`src/rtl/conv2d_sched_pkg.sv`:
```
// conv2d_sched_pkg: state encoding and default widths shared by the conv2d job scheduler files.
package conv2d_sched_pkg;
  localparam int IDX_W_DEF = 8;
  localparam int CNT_W_DEF = 32;
  typedef enum logic [1:0] {IDLE, START, WAIT_DONE, FINISH} sched_state_e;
endpackage

```
`src/rtl/conv2d_sched_lat_counter.sv`:
```
// conv2d_sched_lat_counter: saturating per-invocation latency counter with last/max capture.
module conv2d_sched_lat_counter import conv2d_sched_pkg::*; #(
  parameter int CNT_W = CNT_W_DEF
) (
  input  logic             ap_clk,
  input  logic             ap_rst_n,
  input  logic             clr,
  input  logic             active,
  input  logic             stop,
  output logic [CNT_W-1:0] last_lat,
  output logic [CNT_W-1:0] max_lat
);
  logic [CNT_W-1:0] cur, inc;
  assign inc = &cur ? cur : cur + 1'b1;
  // The stop cycle itself is part of the latency, hence capturing inc rather than cur.
  always_ff @(posedge ap_clk or negedge ap_rst_n)
    if (!ap_rst_n) begin
      cur      <= '0;
      last_lat <= '0;
      max_lat  <= '0;
    end else if (clr) begin
      cur      <= '0;
      last_lat <= '0;
      max_lat  <= '0;
    end else if (stop) begin
      cur      <= '0;
      last_lat <= inc;
      if (inc > max_lat) max_lat <= inc;
    end else if (active) cur <= inc;
endmodule

```
`src/rtl/conv2d_job_scheduler.sv`:
```
// conv2d_job_scheduler: runs the conv2d ap_ctrl_hs core over a range of output channels per command.
// Define CONV2D_SCHED_PERF_EN to build the per-invocation latency counter.
module conv2d_job_scheduler import conv2d_sched_pkg::*; #(
  parameter int IDX_W = IDX_W_DEF,
  parameter int CNT_W = CNT_W_DEF
) (
  input  logic             ap_clk,
  input  logic             ap_rst_n,
  input  logic             cmd_valid,
  output logic             cmd_ready,
  input  logic [IDX_W-1:0] cmd_first,
  input  logic [IDX_W-1:0] cmd_count,
  input  logic             abort,
  output logic             core_start,
  input  logic             core_ready,
  input  logic             core_done,
  output logic [IDX_W-1:0] core_oc,
  output logic             busy,
  output logic             job_done,
  output logic             job_aborted,
  output logic [IDX_W-1:0] inv_done_cnt,
  output logic [CNT_W-1:0] last_lat,
  output logic [CNT_W-1:0] max_lat
);
  sched_state_e state, state_nxt;
  logic [IDX_W-1:0] remaining;
  logic abort_flg, accept, inv_end, abort_eff;
  assign accept    = state == IDLE && cmd_valid;
  // A done seen together with ready in START closes the invocation just like in WAIT_DONE.
  assign inv_end   = core_done && (state == WAIT_DONE || (state == START && core_ready));
  assign abort_eff = abort_flg || abort;
  always_comb begin
    state_nxt   = accept ? (cmd_count == '0 ? FINISH : START)
                : inv_end ? ((remaining == IDX_W'(1) || abort_eff) ? FINISH : START)
                : (state == START && core_ready) ? WAIT_DONE
                : state == FINISH ? IDLE : state;
    cmd_ready   = state == IDLE;
    core_start  = state == START;
    busy        = state != IDLE;
    job_done    = state == FINISH && !abort_flg;
    job_aborted = state == FINISH && abort_flg;
  end
  always_ff @(posedge ap_clk or negedge ap_rst_n)
    if (!ap_rst_n) begin
      state        <= IDLE;
      core_oc      <= '0;
      remaining    <= '0;
      inv_done_cnt <= '0;
      abort_flg    <= 1'b0;
    end else begin
      state <= state_nxt;
      if (accept) begin
        core_oc      <= cmd_first;
        remaining    <= cmd_count;
        inv_done_cnt <= '0;
        abort_flg    <= 1'b0;
      end else begin
        if (busy && abort) abort_flg <= 1'b1;
        if (inv_end) begin
          core_oc      <= core_oc + 1'b1;
          remaining    <= remaining - 1'b1;
          inv_done_cnt <= inv_done_cnt + 1'b1;
        end
      end
    end
`ifdef CONV2D_SCHED_PERF_EN
  conv2d_sched_lat_counter #(.CNT_W(CNT_W)) u_lat (
    .ap_clk   (ap_clk),
    .ap_rst_n (ap_rst_n),
    .clr      (accept),
    .active   (state == START || state == WAIT_DONE),
    .stop     (inv_end),
    .last_lat (last_lat),
    .max_lat  (max_lat)
  );
`else
  assign last_lat = '0;
  assign max_lat  = '0;
`endif
endmodule

```
`config.mk`:
```
export PLATFORM = sky130hd
export DESIGN_NAME = conv2d_job_scheduler
export DESIGN_NICKNAME = d
export VERILOG_FILES = /design/src/rtl/conv2d_sched_pkg.sv /design/src/rtl/conv2d_sched_lat_counter.sv /design/src/rtl/conv2d_job_scheduler.sv
export SDC_FILE = /design/constraint.sdc
export NUM_CORES = 1
export LEC_CHECK = 0
export CAP_MARGIN = 40
export CORE_MARGIN = 2
export CORE_UTILIZATION = 40
export CTS_CLUSTER_DIAMETER = 120
export DETAILED_ROUTE_END_ITERATION = 16
export PLACE_DENSITY_LB_ADDON = 0.25
export SLEW_MARGIN = 20
export SYNTH_ARGS = -nofsm -noshare
export SYNTH_HDL_FRONTEND = slang
export SYNTH_SLANG_ARGS = --single-unit
```
`constraint.sdc`:
```
create_clock -name ap_clk -period 2.05 [get_ports ap_clk]
set_clock_uncertainty 0.05 [all_clocks]
set_input_delay 0.3075 -clock ap_clk [delete_from_list [all_inputs] [get_ports ap_clk]]
set_output_delay 0.3075 -clock ap_clk [all_outputs]
set_load 0.03 [all_outputs]
```
# Yosys cells after proc, flatten, opt, wreduce, memory -nomap -nowiden
# Cells that the tools add are included.
[word_totals] register_bits=27 out_inout_bits=85 elab_cells=42
[op_classes] addsub=3 n_eq_ne=4 muxes=14 n_reduce_logical=16
[op_table] operator="$mux W8" count=6
[op_table] operator="$add A8 B1 Y8 const B" count=2
[op_table] operator="$mux W2" count=6
[op_table] operator="$eq A8 B1 Y1 const B" count=1
[op_table] operator="$logic_not A8 Y1" count=1
[op_table] operator="$sub A8 B1 Y8 const B" count=1
[op_table] operator="$logic_and A1 B1 Y1" count=6
[op_table] operator="$reduce_bool A2 Y1" count=3
[op_table] operator="$eq A2 B2 Y1 const B" count=2
[op_table] operator="$reduce_bool A4 Y1" count=1
[op_table] operator="$logic_or A1 B1 Y1" count=3
[op_table] operator="$eq A2 B1 Y1 const B" count=1
[op_table] operator="$logic_not A2 Y1" count=1
[op_table] operator="$mux W1" count=2
[op_table] operator="$logic_not A1 Y1" count=1

# Depth between registers and ports, before layout
# Gate-level depths: netlist of run 1.
[depth] word_depth=6 ltp_mapped=7 depth_no_buf=6

# Worst setup path after synthesis of run 1
# No wires, ideal clock.
[synth_path] path_type="reg2reg" start="reg state[1]" end="reg core_oc[7]" setup_time_ps=126 arrival_time_ps=1486 t_required_ps=1874 setup_slack_ps=388 stages_incl_launch_ff=6 cell_sequence="dfrtp_1 -> buf_6 -> or3b_4 -> nand3_2 -> a21bo_2 -> a221o_1"
[synth_between] elab_chain_len=5 elab_cells_between_ends=9 cone_classes="2 x eq/ne; 1 x mux; 6 x reduce/logical"
[synth_lines] item="start: declaration" line="conv2d_job_scheduler.sv:25" rtl="sched_state_e state, state_nxt;"
[synth_lines] item="start signal: assignment" line="conv2d_job_scheduler.sv:51" rtl="state <= state_nxt;"
[synth_lines] item="$eq A2 B1 Y1" line="conv2d_job_scheduler.sv:30" rtl="assign inv_end = core_done && (state == WAIT_DONE || (state == START && core_ready));"
[synth_lines] item="$logic_and A1 B1 Y1" line="conv2d_job_scheduler.sv:30"
[synth_lines] item="$logic_or A1 B1 Y1" line="conv2d_job_scheduler.sv:30"
[synth_lines] item="$logic_and A1 B1 Y1" line="conv2d_job_scheduler.sv:30"
[synth_lines] item="$reduce_bool A2 Y1 (no source line)"
[synth_lines] item="end signal: assignment" line="conv2d_job_scheduler.sv:53" rtl="core_oc <= cmd_first;"
[synth_lines] item="end signal: assignment" line="conv2d_job_scheduler.sv:60" rtl="core_oc <= core_oc + 1'b1;"
[synth_lines] item="end: declaration" line="conv2d_job_scheduler.sv:17" rtl="output logic [IDX_W-1:0] core_oc,"
# Parallel ways exist; a longest one is shown, timed or not.
# A chain may end at the register's enable or synchronous reset.

# Final worst setup path of run 1
[layout_path] start="reg state[1]" end="out cmd_ready"
[layout_between] elab_chain_len=1
[layout_lines] item="$logic_not A2 Y1" line="conv2d_job_scheduler.sv:37" rtl="cmd_ready = state == IDLE;"
[layout_lines] item="end: declaration" line="conv2d_job_scheduler.sv:10" rtl="output logic cmd_ready,"
# No other way between the ends.

==> results.md, run 1 <==
* Slowest Stage Delay on Critical Path at 0.68 ns
* Ys flop type: dfrtp_1
* Layout Cells excl Fill at 345
* Initial DRC Count at 67
* Most frequent cells after synthesis: buf_4 (66), dfrtp_1 (27), nor2_1 (19)
* Setup CP Type: reg -> out
* WL final at 4.33 mm
* Sink Count at 27
* Final period util at 95.2%
* Area contributors post-synth: dfrtp_1 (33%), buf_4 (24%), nor2_1 (3.5%)
* Total congestion overflow at 0
* FMAX at 0.513 GHz
* Worst Path Arrival at 1.59 ns
* Max Slew Vio Count at 0
* Initial antenna violation count at 0
* TNS Setup at 0 ns
* Cell with the most instances after synthesis: buf_4
* Post-synth EDFFs at 0
* Crit-path max FO at 10
* Final Hold Fails at 0
* Synth Register Bits at 27
* TritonCTS clock tree: done
* Reg clk slew, reported paths at 0.10 ns
* Vias at 1586
* Synthesis-to-layout area growth at 17.3%
* RSZ-0062 raised after global routing: false
* Share of layout cells above drive strength 1 at 8.99%
* Die Y at 75.3 µm
* Seq/Total Area, Yosys at 33.3%
* Kind of path behind the tightest hold check: in -> async
* TritonCTS Buffers at 3
* Routed WL per cell at 12.5 µm
* Gpl congestion at 0.784
* First-pass GRT wire length at 6.64 mm
* LEAKAGE at 1.10 nW
* Seq. cell area at 678 µm²
* Crit-path cells: nor2_1, clkdlybuf4s50_1
* Max_cap viols at 0
* Crit path max-delay family: buffers and inverters
* Rel. slew slack at 63.0%
* Area fraction of the dominant cell type after synthesis at 33.3%
* Vias per inst at 4.60
* Synth warnings at 0
* Buf/Inv on CP at 1
* DRC Markers at 0
* Syn avg cell area at 8.87 µm²
* P per Cell Area at 1220 nW/µm²
* Maximum vdd drop at 554 µV
* Async SR Flop Fraction at 100%
* Crit end category: output pin
* Hold slack final at 0.355 ns
* Setup Fix Bufs, Post-CTS at 0
* Boundary Pins at 107
* CTS H-tree lvls at 1
* Fin crit period at 1.95 ns
* Buffer depth of the longest clock path at 2
* Clock Tree Root: clkbuf_8
* DRT Pass-1 Iters at 4
* Biggest area consumer among synthesized cells: dfrtp_1
* Routed Antenna Nets at 0
* Post-Place Cells at 341
* Mapped cell area at 2030 µm²
* Outcome: finished clean
* Initial Utilization at 42.2%
* Dpl hpwl at 3.30 mm
* Worst skew pair latency at 0.28 ns
* Site Rows at 25
* Critical Path Start Type: flip-flop
* Count of final setup violators at 0
* Mapped Cells at 229
* Slowest CP cell: clkdlybuf4s50_1
* DIE WIDTH at 75.3 µm
* Placeable Area at 4820 µm²
* # fillers at 493
* PortBufs at 42
* Multi-input logic area at 1030 µm²
* Post-synthesis cell type count at 41
* Crit path required time at 1.69 ns
* Pin count of the biggest net entering global routing at 28
* Nets at 305
* Worst-margin pin slew at 0.552 ns
* Tot GR Track Use at 15.4%
* Antenna cells at 0
* # hold bufs at CTS at 0
* Total Die Area at 5660 µm²
* Vias in the first global route at 1373
-- final timing paths --
check	slack (ns)	cells past startpoint	endpoint	startpoint
setup / recovery	0.1	2	cmd_ready	state[1]
hold / removal	0.35	2	remaining[2]	ap_rst_n
setup reg to reg	0.31	6	remaining[3]	state[1]
hold reg to reg	0.44	1	inv_done_cnt[7]	inv_done_cnt[7]
max in group asynchronous	1.31	2	state[0]	ap_rst_n
min in group ap_clk	0.44	1	inv_done_cnt[7]	inv_done_cnt[7]
-- cells by family (layout without fill, tap and decap cells) --
family                     after synthesis  in the layout  synth area share (%)
and+or+nand+nor                         64             64                  16.0
adders and majority gates                4              4                  2.46
xor gates and xnor gates                 7              7                  3.02
DFF                                     27             27                  33.3
other                                    1             64                 0.185
muxes                                    1              1                 0.493
buffers and inverters                   79             65                  27.7
AOI/OAI and AO/OA                       46             46                  16.9
-- per-stage QoR --
stage,total power [mW],cell area [µm²],worst slack (ns),utilization [%]
2_1_floorplan,2.13,2270,0.388,-
3_3_place_gp,2.60,2330,0.0676,48.5
3_5_place_dp,2.62,2330,0.0515,48.5
4_1_cts,2.93,2380,0.0234,49.4
5_1_grt,3.12,2380,0.0515,49.5
6_report,2.91,2380,0.0993,49.5
-- cell type report --
type                            instances  area share (%)
Tap cell                               67            3.52
Timing Repair Buffer                   55            21.7
Multi-Input combinational cell        186            43.4
Inverter                                6           0.945
Clock inverter                          1           0.210
Clock buffer                            3            1.73
Sequential cell                        27            28.5
-- per-layer routing --
layer  wire length [µm]  part of all wire [%]  track usage, %
met5                  0                     0               0
met4                 34                  0.79            3.51
met3                275                   6.4            2.68
met2               2060                    48            25.0
met1               1950                    45            21.5
-- worst register-to-register path: cells and delay by family (launching register included) --
family                 cells  cell delay (ns)
DFF                        1             0.48
and+or+nand+nor            1             0.15
buffers and inverters      2             0.37
AOI/OAI and AO/OA          3             0.59
-- sequential cells by signal, summed over array words and instances (netlist names) --
register,cells
core_oc,8
inv_done_cnt,8
remaining,8
state,2
abort_flg,1
-- layout by cell type (no fill, tap or decap), types with 2 or more instances in the layout --
cell / n
dfrtp_2: 2
o31ai_1: 4
o211ai_1: 6
clkbuf_8: 3
a21oi_1: 6
o21ai_0: 8
dfrtp_1: 25
a21bo_2: 2
nand2_1: 14
o2111ai_1: 3
and3_1: 3
inv_1: 6
buf_4: 13
nand4_1: 2
or3_1: 2
xor2_1: 7
a21o_1: 3
nor3_1: 3
conb_1: 64
a31oi_1: 3
or4_1: 2
nor4_1: 2
clkdlybuf4s50_1: 41
nand3_1: 6
nor2_1: 19
nor2b_1: 3
a221o_1: 6
ha_1: 4
and2_1: 2
-- power breakdown --
part	internal, mW	leakage [nW]	switching, mW
logic	0.666	0.734	0.953
clock network	0.136	0.0255	0.173
registers	0.739	0.337	0.246
-- repair_timing --
action,4_1_cts,5_1_grt
gates resized for setup,1,2
endpoints found under the setup margin,1,3
pin swaps,0,0
(Power assumes the default switching activity.)
==> inputs of run 2 (changes only) <==
Settings changed: PLACE_DENSITY set to 0.88, PLACE_DENSITY_LB_ADDON 0.25 to unset.
==> run 2 against run 1 <==
Effect of this change: sequential power about the same; critical path depth did not move; sequential share of layout area up 0.10 points; wire length is 1.4% higher; non-clock buffer count decreased by 1; maximum frequency decreased by 0.33%; utilization decreased by 0.18 points; highest routed layer unchanged.
==> results.md, run 2 (synthesis results as in run 1) <==
* Routed Antenna Nets at 0 (unchanged)
* Final Hold Fails at 0 (unchanged)
* First-pass GRT wire length at 6.86 mm (+3.2%)
* DP Area at 2330 µm² (-0.32%)
* Worst skew pair latency at 0.27 ns (about the same)
* Vias per inst at 4.73 (+2.9%)
* Initial DRC Count at 152 (+130%)
* TritonCTS clock tree: done
* Synthesis-to-layout area growth at 16.9%
* Setup Fix Bufs, Post-CTS at 0 (unchanged)
* Site Rows at 25 (unchanged)
* TNS Setup at 0 ns (unchanged)
* Final period util at 95.5% (+0.32 points)
* Fin crit period at 1.96 ns (+0.00649 ns)
* Routed WL per cell at 12.8 µm (+1.7%)
* Setup CP Type: reg -> out
* Dpl hpwl at 3.34 mm (+1.4%)
* Gpl congestion at 0.864 (+10%)
* PortBufs at 42 (unchanged)
* Max Slew Vio Count at 0 (unchanged)
* Reg clk slew, reported paths at 0.09 ns (about the same)
* Initial antenna violation count at 0 (unchanged)
* Design area at 2370 µm² (-0.37%)
* DRC Markers at 0 (unchanged)
* Pin count of the biggest net entering global routing at 28 (unchanged)
* # fillers at 472 (-4.3%)
* Vias at 1627 (+2.6%)
* Cell count of the worst reg-to-reg path at 6 (unchanged)
* Total congestion overflow at 0 (unchanged)
* Kind of path behind the tightest hold check: in -> async
* Share of layout cells above drive strength 1 at 8.30% (-0.69 points)
* DRT Pass-1 Iters at 4 (unchanged)
* RR Startpoint: state[1]
* Clock Tree Root: clkbuf_8
* RSZ-0062 raised after global routing: false
* TritonCTS Buffers at 3 (unchanged)
* Count of final setup violators at 0 (unchanged)
* Initial Utilization at 42.2% (unchanged)
* WL final at 4.39 mm (+1.4%)
* Outcome: finished clean
* Crit end category: output pin
* Buffer depth of the longest clock path at 2 (unchanged)
* Die Y at 75.3 µm (unchanged)
* Total Die Area at 5660 µm² (unchanged)
* Max_cap viols at 0 (unchanged)
* Vias in the first global route at 1524 (+11%)
* P per Cell Area at 1230 nW/µm² (+0.29%)
* Worst Path Arrival at 1.60 ns (about the same)
* Placeable Area at 4820 µm² (unchanged)
* DIE WIDTH at 75.3 µm (unchanged)
* LEAKAGE at 1.09 nW (-0.63%)
* Most frequent cells in the layout: conb_1 (64), clkdlybuf4s50_1 (41), dfrtp_1 (25)
* Crit-path max FO at 10 (unchanged)
* Crit path required time at 1.69 ns (about the same)
* Maximum vdd drop at 749 µV (+35%)
* CTS H-tree lvls at 1 (unchanged)
* Antenna cells at 0 (unchanged)
* FMAX at 0.511 GHz (-0.33%)
* Sink Count at 27 (unchanged)
* Tot GR Track Use at 15.7% (+0.32 points)
* Critical path startpoint: state[1]
* Most common cell after layout, fill and taps aside: conb_1
* # hold bufs at CTS at 0 (unchanged)
* Biggest regs: core_oc (8), inv_done_cnt (8), remaining (8)
* Nets at 304 (-0.33%)
* Boundary Pins at 107 (unchanged)
* Critical Path Start Type: flip-flop
[run 2: changes by cell type in the layout (fill, tap and decap cells not counted), sizes merged]
cell / change
buf: -1
clkbuf: +1
clkinv: -1
[run 2: report_power, final]
part           total [mW]  leakage, nW  switching [mW]  internal [mW]
logic                1.62        0.730           0.955          0.662
registers           0.986        0.337           0.247          0.739
clock network       0.308       0.0228           0.169          0.139
total                2.91         1.09            1.37           1.54
[run 2: per-stage QoR]
step | cells | power (mW) | hold WS [ns] | setup WS (ns) | utilization (%)
2_1_floorplan | 292 | 2.13 | -0.0381 | 0.388 | -
3_5_place_dp | 340 | 2.61 | 0.440 | 0.0302 | 48.3
4_1_cts | 344 | 2.91 | 0.363 | 0.00985 | 49.2
6_report | 344 | 2.91 | 0.347 | 0.0928 | 49.3
5_1_grt | 344 | 3.12 | 0.389 | 0.0170 | 49.3
3_3_place_gp | 340 | 2.56 | 0.426 | 0.0586 | 48.3
[run 2: timing repair]
item,CTS,global route
gates cloned,0,0
gates resized for setup,1,2
setup endpoints to repair,1,4
[run 2: path summary, 6_finish.rpt]
path	end	slack, ns
worst max-delay path	cmd_ready	0.09
worst min-delay path	inv_done_cnt[3]	0.35
worst max register to register	remaining[3]	0.27
worst min register to register	inv_done_cnt[7]	0.45
max in group asynchronous	state[1]	1.32
min in group ap_clk	inv_done_cnt[7]	0.45
[run 2: routing by layer]
layer	share of wire, %	global-route usage (%)
met4	1.3	5.46
met1	42	20.4
met3	8.3	3.61
met5	0	0
met2	48	25.7
[run 2: area by class of cell]
class	instances	area [µm²]	share of cell area [%]
multi-input combinational	186	1030	43.6
sequential	27	678	28.6
timing repair buffer	54	509	21.5
tap	67	83.8	3.53
clock buffer	4	45.0	1.90
inverter	6	22.5	0.949
[run 2: critical path: stages, from the launching register on]
cell             delay (ns)
dfrtp_2                0.49
nor2_1                 0.15
clkdlybuf4s50_1        0.69
==> inputs of run 3 (changes only) <==
--- a/config.mk
+++ b/config.mk
@@ -12,2 +12,4 @@
 export DETAILED_ROUTE_END_ITERATION = 16
+export GPL_ROUTABILITY_DRIVEN = 0
+export MAX_ROUTING_LAYER = met4
 export PLACE_DENSITY = 0.88
--- a/constraint.sdc
+++ b/constraint.sdc
@@ -4,2 +4,2 @@
 set_output_delay 0.3075 -clock ap_clk [all_outputs]
-set_load 0.03 [all_outputs]
+set_load 0.01 [all_outputs]
==> run 3 against run 2 <==
Effect of this change: critical path depth unchanged; worst hold slack improved by 0.0018 ns; clock power about the same; first-iteration DRC count decreased by 7.2%; global-route usage increased by 0.43 points; final area about the same; non-clock buffer count unchanged; combinational power decreased by 19%; critical endpoint is now core_start; largest cell class unchanged; largest power group unchanged.
==> results.md, run 3 (synthesis results as in run 1) <==
* Sink Count at 27 (unchanged)
* Outcome: finished clean
* Boundary Pins at 107 (unchanged)
* # fillers at 471 (-0.21%)
* Dpl hpwl at 3.34 mm (unchanged)
* Maximum vdd drop at 673 µV (-10%)
* TritonCTS Buffers at 3 (unchanged)
* Initial DRC Count at 141 (-7.2%)
* LEAKAGE at 1.09 nW (about the same)
* Buf/Inv on CP at 1 (unchanged)
* DP Area at 2330 µm² (unchanged)
* Worst reg2reg endpoint: remaining[2]
* WL final at 4.37 mm (-0.46%)
* Initial antenna violation count at 0 (unchanged)
* Synthesis-to-layout area growth at 16.8% (about the same)
* Most common cell after layout, fill and taps aside: conb_1
* Nets at 304 (unchanged)
* Crit-path cells: nor2b_1, clkdlybuf4s50_1
* TNS Setup at 0 ns (unchanged)
* Worst slack at placement at 0.0302 ns (unchanged)
* DRC Markers at 0 (unchanged)
* Count of final setup violators at 0 (unchanged)
* Total Die Area at 5660 µm² (unchanged)
* Clock share of power at 11.8% (+1.2 points)
* Crit path required time at 1.69 ns (about the same)
* Switching power total at 1.06 mW (-23%)
* Worst Setup Slack, final at 0.0803 ns (-0.0126 ns)
* Routed WL per cell at 12.7 µm (-0.46%)
* Share of layout cells above drive strength 1 at 7.58% (-0.72 points)
* Sequential Power Share at 37.7% (+3.8 points)
* Final Hold Fails at 0 (unchanged)
* Initial Utilization at 42.2% (unchanged)
* Setup Fix Bufs, Post-CTS at 0 (unchanged)
* Max_cap viols at 0 (unchanged)
* Vias per inst at 4.78 (+1.1%)
* Site Rows at 25 (unchanged)
* Reg2Reg Setup Slack at 0.23 ns (-0.04 ns)
* Design area at 2370 µm² (about the same)
* Crit-path max FO at 10 (unchanged)
* Sw frac at 40.7% (-6.4 points)
* Most frequent cells in the layout: conb_1 (64), clkdlybuf4s50_1 (42), dfrtp_1 (27)
* CTS H-tree lvls at 1 (unchanged)
* Clock Tree Root: clkbuf_8
* RR Startpoint: state[1]
* Slowest CP cell: clkdlybuf4s50_1
* Worst skew pair latency at 0.27 ns (about the same)
* Placeable Area at 4820 µm² (unchanged)
* Tot GR Track Use at 16.1% (+0.43 points)
* Slowest Stage Delay on Critical Path at 0.57 ns (-0.12 ns)
* Antenna cells at 0 (unchanged)
* Critical Path Start Type: flip-flop
* PortBufs at 42 (unchanged)
* FMAX at 0.508 GHz (-0.64%)
* Internal power at 1.54 mW (+0.21%)
* Crit path max-delay family: buffers and inverters
* Crit end category: output pin
* Routed Antenna Nets at 0 (unchanged)
* Critical path depth at 2 (unchanged)
* Worst Path Arrival at 1.61 ns (about the same)
* RSZ-0062 raised after global routing: false
* Max Slew Vio Count at 0 (unchanged)
* Final period util at 96.1% (+0.61 points)
* Vias in the first global route at 1524 (unchanged)
* Die Y at 75.3 µm (unchanged)
* Reg clk slew, reported paths at 0.09 ns (about the same)
* Kind of path behind the tightest hold check: in -> async
* Buffer depth of the longest clock path at 2 (unchanged)
* # hold bufs at CTS at 0 (unchanged)
* Combinational power share at 50.5% (-5.0 points)
* Setup CP Type: reg -> out
* TritonCTS clock tree: done
* P per Cell Area at 1100 nW/µm² (-11%)
* DIE WIDTH at 75.3 µm (unchanged)
* Total congestion overflow at 0 (unchanged)
* Fin crit period at 1.97 ns (+0.0126 ns)
* Post-CTS sizing at 0 (-1)
* Biggest regs: core_oc (8), inv_done_cnt (8), remaining (8)
* Cell count of the worst reg-to-reg path at 6 (unchanged)
* Pin count of the biggest net entering global routing at 28 (unchanged)
* First-pass GRT wire length at 6.85 mm (-0.10%)
* DRT Pass-1 Iters at 4 (unchanged)
* Vias at 1645 (+1.1%)
## run 3: how the worst max path moves through the flow
stage / startpoint / endpoint
floorplan: state[1] / core_oc[7]
global route: state[0] / core_start
finish: state[0] / core_start
global placement: cmd_valid / core_oc[7]
detailed placement: cmd_valid / core_oc[7]
CTS: state[0] / core_start
## run 3: power groups by stage
stage                     combinational [mW]  sequential [mW]  clock (mW)
final                                   1.31            0.981       0.307
after global routing                    1.46             1.02       0.329
after CTS                               1.32            0.975       0.313
after detailed placement                1.31            0.984           0
after global placement                  1.27            0.974           0
after floorplan                        0.865            0.946           0
## run 3: cell type report
cell class / count / area, µm² / area share, %
multi-input cells: 186 / 1030 / 43.6
flip-flops and latches: 27 / 676 / 28.5
repair buffers: 54 / 510 / 21.5
well taps: 67 / 83.8 / 3.53
clock buffers: 4 / 45.0 / 1.90
inverters: 6 / 22.5 / 0.949
## run 3: layer usage
layer / vias up / global-route usage (%) / part of all wire (%) / routed length [µm]
met3: 11 / 3.35 / 7.9 / 346
met1: 783 / 20.7 / 43 / 1870
met5: - / - / 0 / 0
li1: 764 / - / - / -
met2: 87 / 25.4 / 47 / 2070
met4: 0 / 5.46 / 1.8 / 80
## run 3: through the flow
step | utilization, % | cells | power (mW) | hold WS [ns]
5_1_grt | 49.2 | 344 | 2.81 | 0.389
2_1_floorplan | - | 292 | 1.81 | -0.0381
3_3_place_gp | 48.3 | 340 | 2.25 | 0.426
4_1_cts | 49.2 | 344 | 2.61 | 0.363
6_report | 49.2 | 344 | 2.60 | 0.349
3_5_place_dp | 48.3 | 340 | 2.29 | 0.440
